===== src/rtl/sw_mem_writer.sv =====
// Switch/key driven RAM writer: stages a 32-bit word from the switches and commits it
// through the testbench RAM port while the CPU is held, holding WEN for HOLD_CYCLES.
module sw_mem_writer #(
    parameter int ADDR_W      = 16,
    parameter int HOLD_CYCLES = 4,
    parameter int DEBOUNCE    = 16
) (
    input  logic        CLK,
    input  logic        nRST,
    input  logic        enable,
    input  logic [15:0] sw,
    input  logic        key_lo_n,
    input  logic        key_hi_n,
    input  logic        key_addr_n,
    input  logic        key_wr_n,
    output logic        tb_ctrl,
    output logic        wen,
    output logic [31:0] addr,
    output logic [31:0] store,
    output logic        busy,
    output logic [31:0] staged,
    output logic [15:0] wr_count
);

    localparam int CW = $clog2(DEBOUNCE + 1);
    localparam int HW = $clog2(HOLD_CYCLES + 1);

    typedef enum logic [1:0] {IDLE, WRITE, DONE} state_t;

    logic [3:0]        key_raw;
    logic [3:0]        press;
    state_t            state;
    logic [HW-1:0]     hold_cnt;
    logic [ADDR_W-1:0] addr_reg;
    logic [ADDR_W-1:0] sw_aligned;

    assign key_raw    = {key_wr_n, key_addr_n, key_hi_n, key_lo_n};
    assign sw_aligned = {sw[ADDR_W-1:2], 2'b00};
    assign addr       = 32'(addr_reg);

    // Per key: 2-flop synchronizer, then a level filter that emits one pulse per accepted press.
    for (genvar k = 0; k < 4; k++) begin : g_key
        logic          sync1, sync2, deb, pulse;
        logic [CW-1:0] cnt;

        always_ff @(posedge CLK or negedge nRST) begin
            if (!nRST) begin
                sync1 <= 1'b1;
                sync2 <= 1'b1;
                deb   <= 1'b1;
                pulse <= 1'b0;
                cnt   <= '0;
            end else begin
                sync1 <= key_raw[k];
                sync2 <= sync1;
                pulse <= 1'b0;
                if (sync2 != deb) begin
                    if (cnt == CW'(DEBOUNCE - 1)) begin
                        deb   <= sync2;
                        cnt   <= '0;
                        pulse <= ~sync2;
                    end else begin
                        cnt <= cnt + 1'b1;
                    end
                end else begin
                    cnt <= '0;
                end
            end
        end

        assign press[k] = pulse;
    end

    always_ff @(posedge CLK or negedge nRST) begin
        if (!nRST) begin
            state    <= IDLE;
            hold_cnt <= '0;
            addr_reg <= '0;
            staged   <= '0;
            wr_count <= '0;
            tb_ctrl  <= 1'b0;
            wen      <= 1'b0;
            busy     <= 1'b0;
            store    <= '0;
        end else begin
            case (state)
                IDLE: begin
                    // Priority wr > addr > hi > lo; lower-priority pulses in the same cycle are dropped.
                    if (press[3]) begin
                        if (enable) begin
                            state    <= WRITE;
                            hold_cnt <= '0;
                            tb_ctrl  <= 1'b1;
                            wen      <= 1'b1;
                            busy     <= 1'b1;
                            store    <= staged;
                        end
                    end else if (press[2]) begin
                        addr_reg <= sw_aligned;
                    end else if (press[1]) begin
                        staged[31:16] <= sw;
                    end else if (press[0]) begin
                        staged[15:0] <= sw;
                    end
                end
                WRITE: begin
                    if (hold_cnt == HW'(HOLD_CYCLES - 1)) begin
                        state <= DONE;
                        wen   <= 1'b0;
                    end else begin
                        hold_cnt <= hold_cnt + 1'b1;
                    end
                end
                DONE: begin
                    state    <= IDLE;
                    tb_ctrl  <= 1'b0;
                    busy     <= 1'b0;
                    store    <= '0;
                    addr_reg <= addr_reg + ADDR_W'(4);
                    wr_count <= wr_count + 16'd1;
                end
                default: begin
                    state   <= IDLE;
                    tb_ctrl <= 1'b0;
                    wen     <= 1'b0;
                    busy    <= 1'b0;
                    store   <= '0;
                end
            endcase
        end
    end

endmodule

===== config.mk =====
export PLATFORM = sky130hd
export DESIGN_NAME = sw_mem_writer
export DESIGN_NICKNAME = d
export VERILOG_FILES = /design/src/rtl/sw_mem_writer.sv
export SDC_FILE = /design/constraint.sdc
export NUM_CORES = 1
export LEC_CHECK = 0
export CAP_MARGIN = 20
export CORE_MARGIN = 3
export CORE_UTILIZATION = 50
export CTS_BUF_LIST = sky130_fd_sc_hd__clkbuf_8
export DETAILED_ROUTE_END_ITERATION = 10
export PLACE_DENSITY = 0.86
export SLEW_MARGIN = 20
export SYNTH_ARGS = -nofsm -noshare
export SYNTH_HDL_FRONTEND = slang
export SYNTH_SLANG_ARGS = --single-unit

===== constraint.sdc =====
create_clock -name CLK -period 2.3 [get_ports CLK]
set_input_delay 0.46 -clock CLK [delete_from_list [all_inputs] [get_ports CLK]]
set_output_delay 0.46 -clock CLK [all_outputs]
set_load 0.005 [all_outputs]

# After elaboration in Yosys (flattened, before gate mapping)
# Cells that the tools add are included.
# word_totals
ff_bits,139
input_bits,23
output_inout_bits,115
word_cells,111
# op_classes
add_sub_neg,7
eq_ne,17
muxes,35
n_bitwise,9
n_reduce_logical,14
# ops
operator,n
two-way mux 32 bit,2
one-hot mux 32 bit (2 select lines),1
two-way mux 5 bit,8
two-way mux 16 bit,2
one-hot mux 16 bit (2 select lines),1
"adder 5 x 1 -> 5 bit, second input constant",4
"== test 5 x 4 -> 1 bit, second input constant",4
"adder 16 x 1 -> 16 bit, second input constant",1
"adder 16 x 3 -> 16 bit, second input constant",1
"!= test 2 bit, second input constant",6
AND reduction 4 bit,3
two-way mux 1 bit,11
two-way mux 3 bit,3
inverter 1 bit,9
AND reduction 3 bit,3
AND reduction 2 bit,4
two-way mux 2 bit,3
one-hot mux 3 bit (2 select lines),1
AND reduction 5 bit,1
!= test 1 bit,4
one-hot mux 2 bit (2 select lines),1
nonzero test 2 bit,2
"adder 3 x 1 -> 3 bit, second input constant",1
"== test 3 x 2 -> 1 bit, second input constant",1
5 further kinds,5

# Longest topological paths before layout
# depth
depth_word,3
depth_mapped,6
depth_no_buf,5

# Worst setup path before layout
# OpenSTA, ideal clock, no wires.
# synth_path
kind,register -> register
startpoint,register state[0]
endpoint,register addr_reg[9]
setup_time_ns,0.126
t_arrival_ns,1.386
required_ns,2.174
setup_slack_ns,0.788
stages_incl_launch_ff,6
path_buffers,1
synth_period_minus_slack_ns,1.512
cell_sequence,dfrtp_1 > or3b_1 > buf_2 > nand2_2 > o21ai_0 > a221o_1
# synth_via
elab_chain_cells,3
elab_cells_between_ends,7
cone_classes,3 x eq/ne; 1 x mux; 3 x reduce/logical
# synth_rtl
element,line,text
from (decl),32,state_t state;
from (signal assigned),76,state <= IDLE;
from (signal assigned),91,state <= WRITE;
from (signal assigned),108,state <= DONE;
== test 2 bit or logical NOT 2 bit (tied branches),86,case (state)
nonzero test 2 bit (no source line) or != test 2 bit (tied branches),n/a,
AND reduction 3 bit (no source line),n/a,
to (signal assigned),99,addr_reg <= sw_aligned;
to (signal assigned),119,addr_reg <= addr_reg + ADDR_W'(4);
to (decl),34,logic [ADDR_W-1:0] addr_reg;
# Parallel ways exist; a longest one is shown, timed or not.
# A chain may end at the register's enable or synchronous reset.

# Worst setup path in the final report
# layout_path
startpoint,register addr_reg[9]
endpoint,output addr[9]
# layout_rtl
element,line,text
to (decl),18,"output logic [31:0] addr,"
# No word-level cell between the ends.

==> impl_metrics.json <==
{
  "path_class": "reg2out",
  "switchingPower_mw": 1.11,
  "synthArstFlopShare_pct": 100,
  "routed_wl_mm": 13.1,
  "layout_commonest_cell": "dfrtp_1",
  "critical-path-top-delay-family": "buffers and inverters",
  "num_rows": 38,
  "h-tree-depth": 4,
  "crit_buf_inv": 1,
  "cts_hold_buf": 1,
  "final_max_slew_viol_count": 0,
  "post_drt_wl_per_cell_um": 17.8,
  "place_congestion": 0.862,
  "vias": 4145,
  "cp_slowest_stage_delay_ns": 0.60,
  "n_antenna_cell": 0,
  "power.share.switching_pct": 22.0,
  "drt_pass1_iterations": 5,
  "antenna_found_initial": 0,
  "dieArea_um2": 12800,
  "max_slew.worst_pin.slew_ns": 0.624,
  "p_seq_share_pct": 50.0,
  "status": "finished clean",
  "skew_ns": 0.0121,
  "worstPathArrival_ns": 1.50,
  "syn2layout_area_growth_pct": 30.5,
  "yosysWarnings": 0,
  "viasPerCell": 5.62,
  "final_cell_mix": "dfrtp_1, clkdlybuf4s50_1, mux2_2, a22o_1, nand3_1",
  "synth_seq_cells": 137,
  "drc": 0,
  "grtUsageMet3_pct": 5.08,
  "final.setup.tns_ns": 0,
  "avgSynthCellArea_um2": 12.5,
  "grt_pass1_wl_mm": 21.6,
  "post_cts_resized": 0,
  "worst-endpoint-required_ns": 1.84,
  "drt_iter0_drc": 315,
  "clockPowerShare_pct": 44.9,
  "final_nets": 616,
  "io_pins": 138,
  "drtAntennaViolNets": 0,
  "comb_power_share_pct": 5.2,
  "fin_util_pct": 67.9,
  "cp-start-kind": "flip-flop",
  "post_dp_cell_area_um2": 7010,
  "clock-sinks": 137,
  "port-buffer-count": 119,
  "synth_edf_count": 0,
  "finalInstanceArea_um2": 7490,
  "cts_tree": "yes",
  "layout_min_cycle_time_ns": 1.96,
  "syn-instance-count": 458,
  "post-cts-setup-buffers": 0,
  "setup_viol": 0,
  "top_usage_layer": "met2",
  "hpwl_mm": 9.43,
  "clock.fmax_mhz": 511,
  "die_w_um": 113,
  "cts_made_buffers": 17,
  "track_usage_pct": 21.0,
  "root_buffer": "clkbuf_8",
  "slowest_stage": "clkdlybuf4s50_1",
  "yosysTopAreaCellShare_pct": 54.5,
  "p_per_area_nw_per_um2": 674,
  "globalRouteOverflowTotal": 0,
  "drive_above_1_share_pct": 15.9,
  "ys_seq_area_share_pct": 60.0,
  "start_util_pct": 52.1,
  "yosysTopAreaCell": "dfrtp_1",
  "peakVddDrop_mv": 0.399,
  "use_met2_pct": 36.4,
  "netlist_top_cells_area": "dfrtp_1, mux2_2, dfstp_2",
  "clk_pin_slew_ns": 0.08,
  "cap_viol_max_count": 0,
  "crit_fanout": 7,
  "final_cells": 738,
  "cts_buffer_depth": 2,
  "min_period_over_period_pct": 85.2,
  "crit_chain": "clkdlybuf4s50_1",
  "die-height_um": 113,
  "internal-power_mw": 3.94,
  "synth_ff_type": "dfrtp_1",
  "core-area_um2": 11000,
  "clk_latency_ns": 0.43,
  "cp-end-kind": "primary output",
  "met1_usage_pct": 25.8,
  "rsz0062_at_grt": "no",
  "grt_max_degree": 60,
  "top_regs": "staged (32), store (32), g_key.cnt (20)",
  "hold_viol": 0,
  "fillCellCount": 768,
  "grt_pass1_vias": 4277,
  "synthesis.area_um2": 5740,
  "netlist-cell-type-count": 47,
  "dp_cells": 705,
  "min_path_type": "reg2reg",
  "leakagePower_nw": 3.29,
  "slew_headroom_pct": 58.3
}
cell families after synthesis:
| group | Yosys count | share of synthesized area, % |
|---|---|---|
| AND/OR/NAND/NOR | 121 | 12.1 |
| AO/OA/AOI/OAI | 83 | 10.5 |
| multiplexers | 36 | 7.06 |
| XOR/XNOR | 25 | 3.81 |
| adder cells (fa/ha/maj) | 8 | 1.74 |
| other | 1 | 0.0653 |
| flip-flops | 137 | 60.0 |
| buffers and inverters | 47 | 4.79 |
routing by layer:
layer  vias to the layer above  share of wire (%)
met5                         -                  0
met4                         0                2.2
met3                        32                6.4
met2                       168                 51
met1                      2080                 40
li1                       1865                  -
power by group through the flow:
stage	Clock [mW]	Sequential, mW	Combinational, mW
finish	2.27	2.52	0.260
CTS	2.30	2.52	0.265
floorplan	0	2.56	0.0960
global placement	0	2.56	0.253
detailed placement	0	2.57	0.262
global route	2.40	2.53	0.288
synth_stat cells, types with 12 or more instances:
cell type and n:
buf_4 19, nor2_1 19, xnor2_1 21, nand2_1 18
mux2_2 36, nand3_1 24, dfstp_2 12, o21ai_0 15
and3_1 12, a22o_1 32, a21oi_1 14, dfrtp_1 125
metrics by stage:
stage          power [mW]  setup WS, ns  hold WS, ns
5_1_grt              5.22         0.285        0.361
3_3_place_gp         2.81         0.549        0.346
4_1_cts              5.09         0.332        0.359
3_5_place_dp         2.83         0.492        0.347
6_report             5.05         0.341        0.357
2_1_floorplan        2.65         0.788        0.164
area by class of cell:
| class | count | area, um^2 | share of cell area (%) |
|---|---|---|---|
| clock inverter | 14 | 219 | 2.92 |
| timing repair buffer | 128 | 1270 | 17.0 |
| multi-input combinational | 291 | 2090 | 27.9 |
| inverter | 10 | 37.5 | 0.501 |
| sequential | 137 | 3440 | 46.0 |
| tap | 140 | 175 | 2.34 |
| clock buffer | 18 | 248 | 3.31 |
worst reg2reg max path, delay by kind of cell (launching register included):
| family | cells | cell delay (ns) |
|---|---|---|
| flip-flops | 1 | 0.56 |
| AND/OR/NAND/NOR | 2 | 0.78 |
| multiplexers | 1 | 0.37 |
final timing paths:
| path | start | end | slack, ns | depth (start not counted) |
|---|---|---|---|---|
| worst min-delay path | g_key[1].sync1 | g_key[1].sync2 | 0.36 | 0 |
| min in group asynchronous | nRST | store[30] | 0.55 | 2 |
| worst max register to register | state[1] | staged[31] | 0.47 | 3 |
| worst max-delay path | addr_reg[9] | addr[9] | 0.34 | 1 |
| worst min register to register | g_key[1].sync1 | g_key[1].sync2 | 0.36 | 0 |
| max in group asynchronous | nRST | g_key[0].sync1 | 1.00 | 3 |
Power figures use the tool's default switching activity.
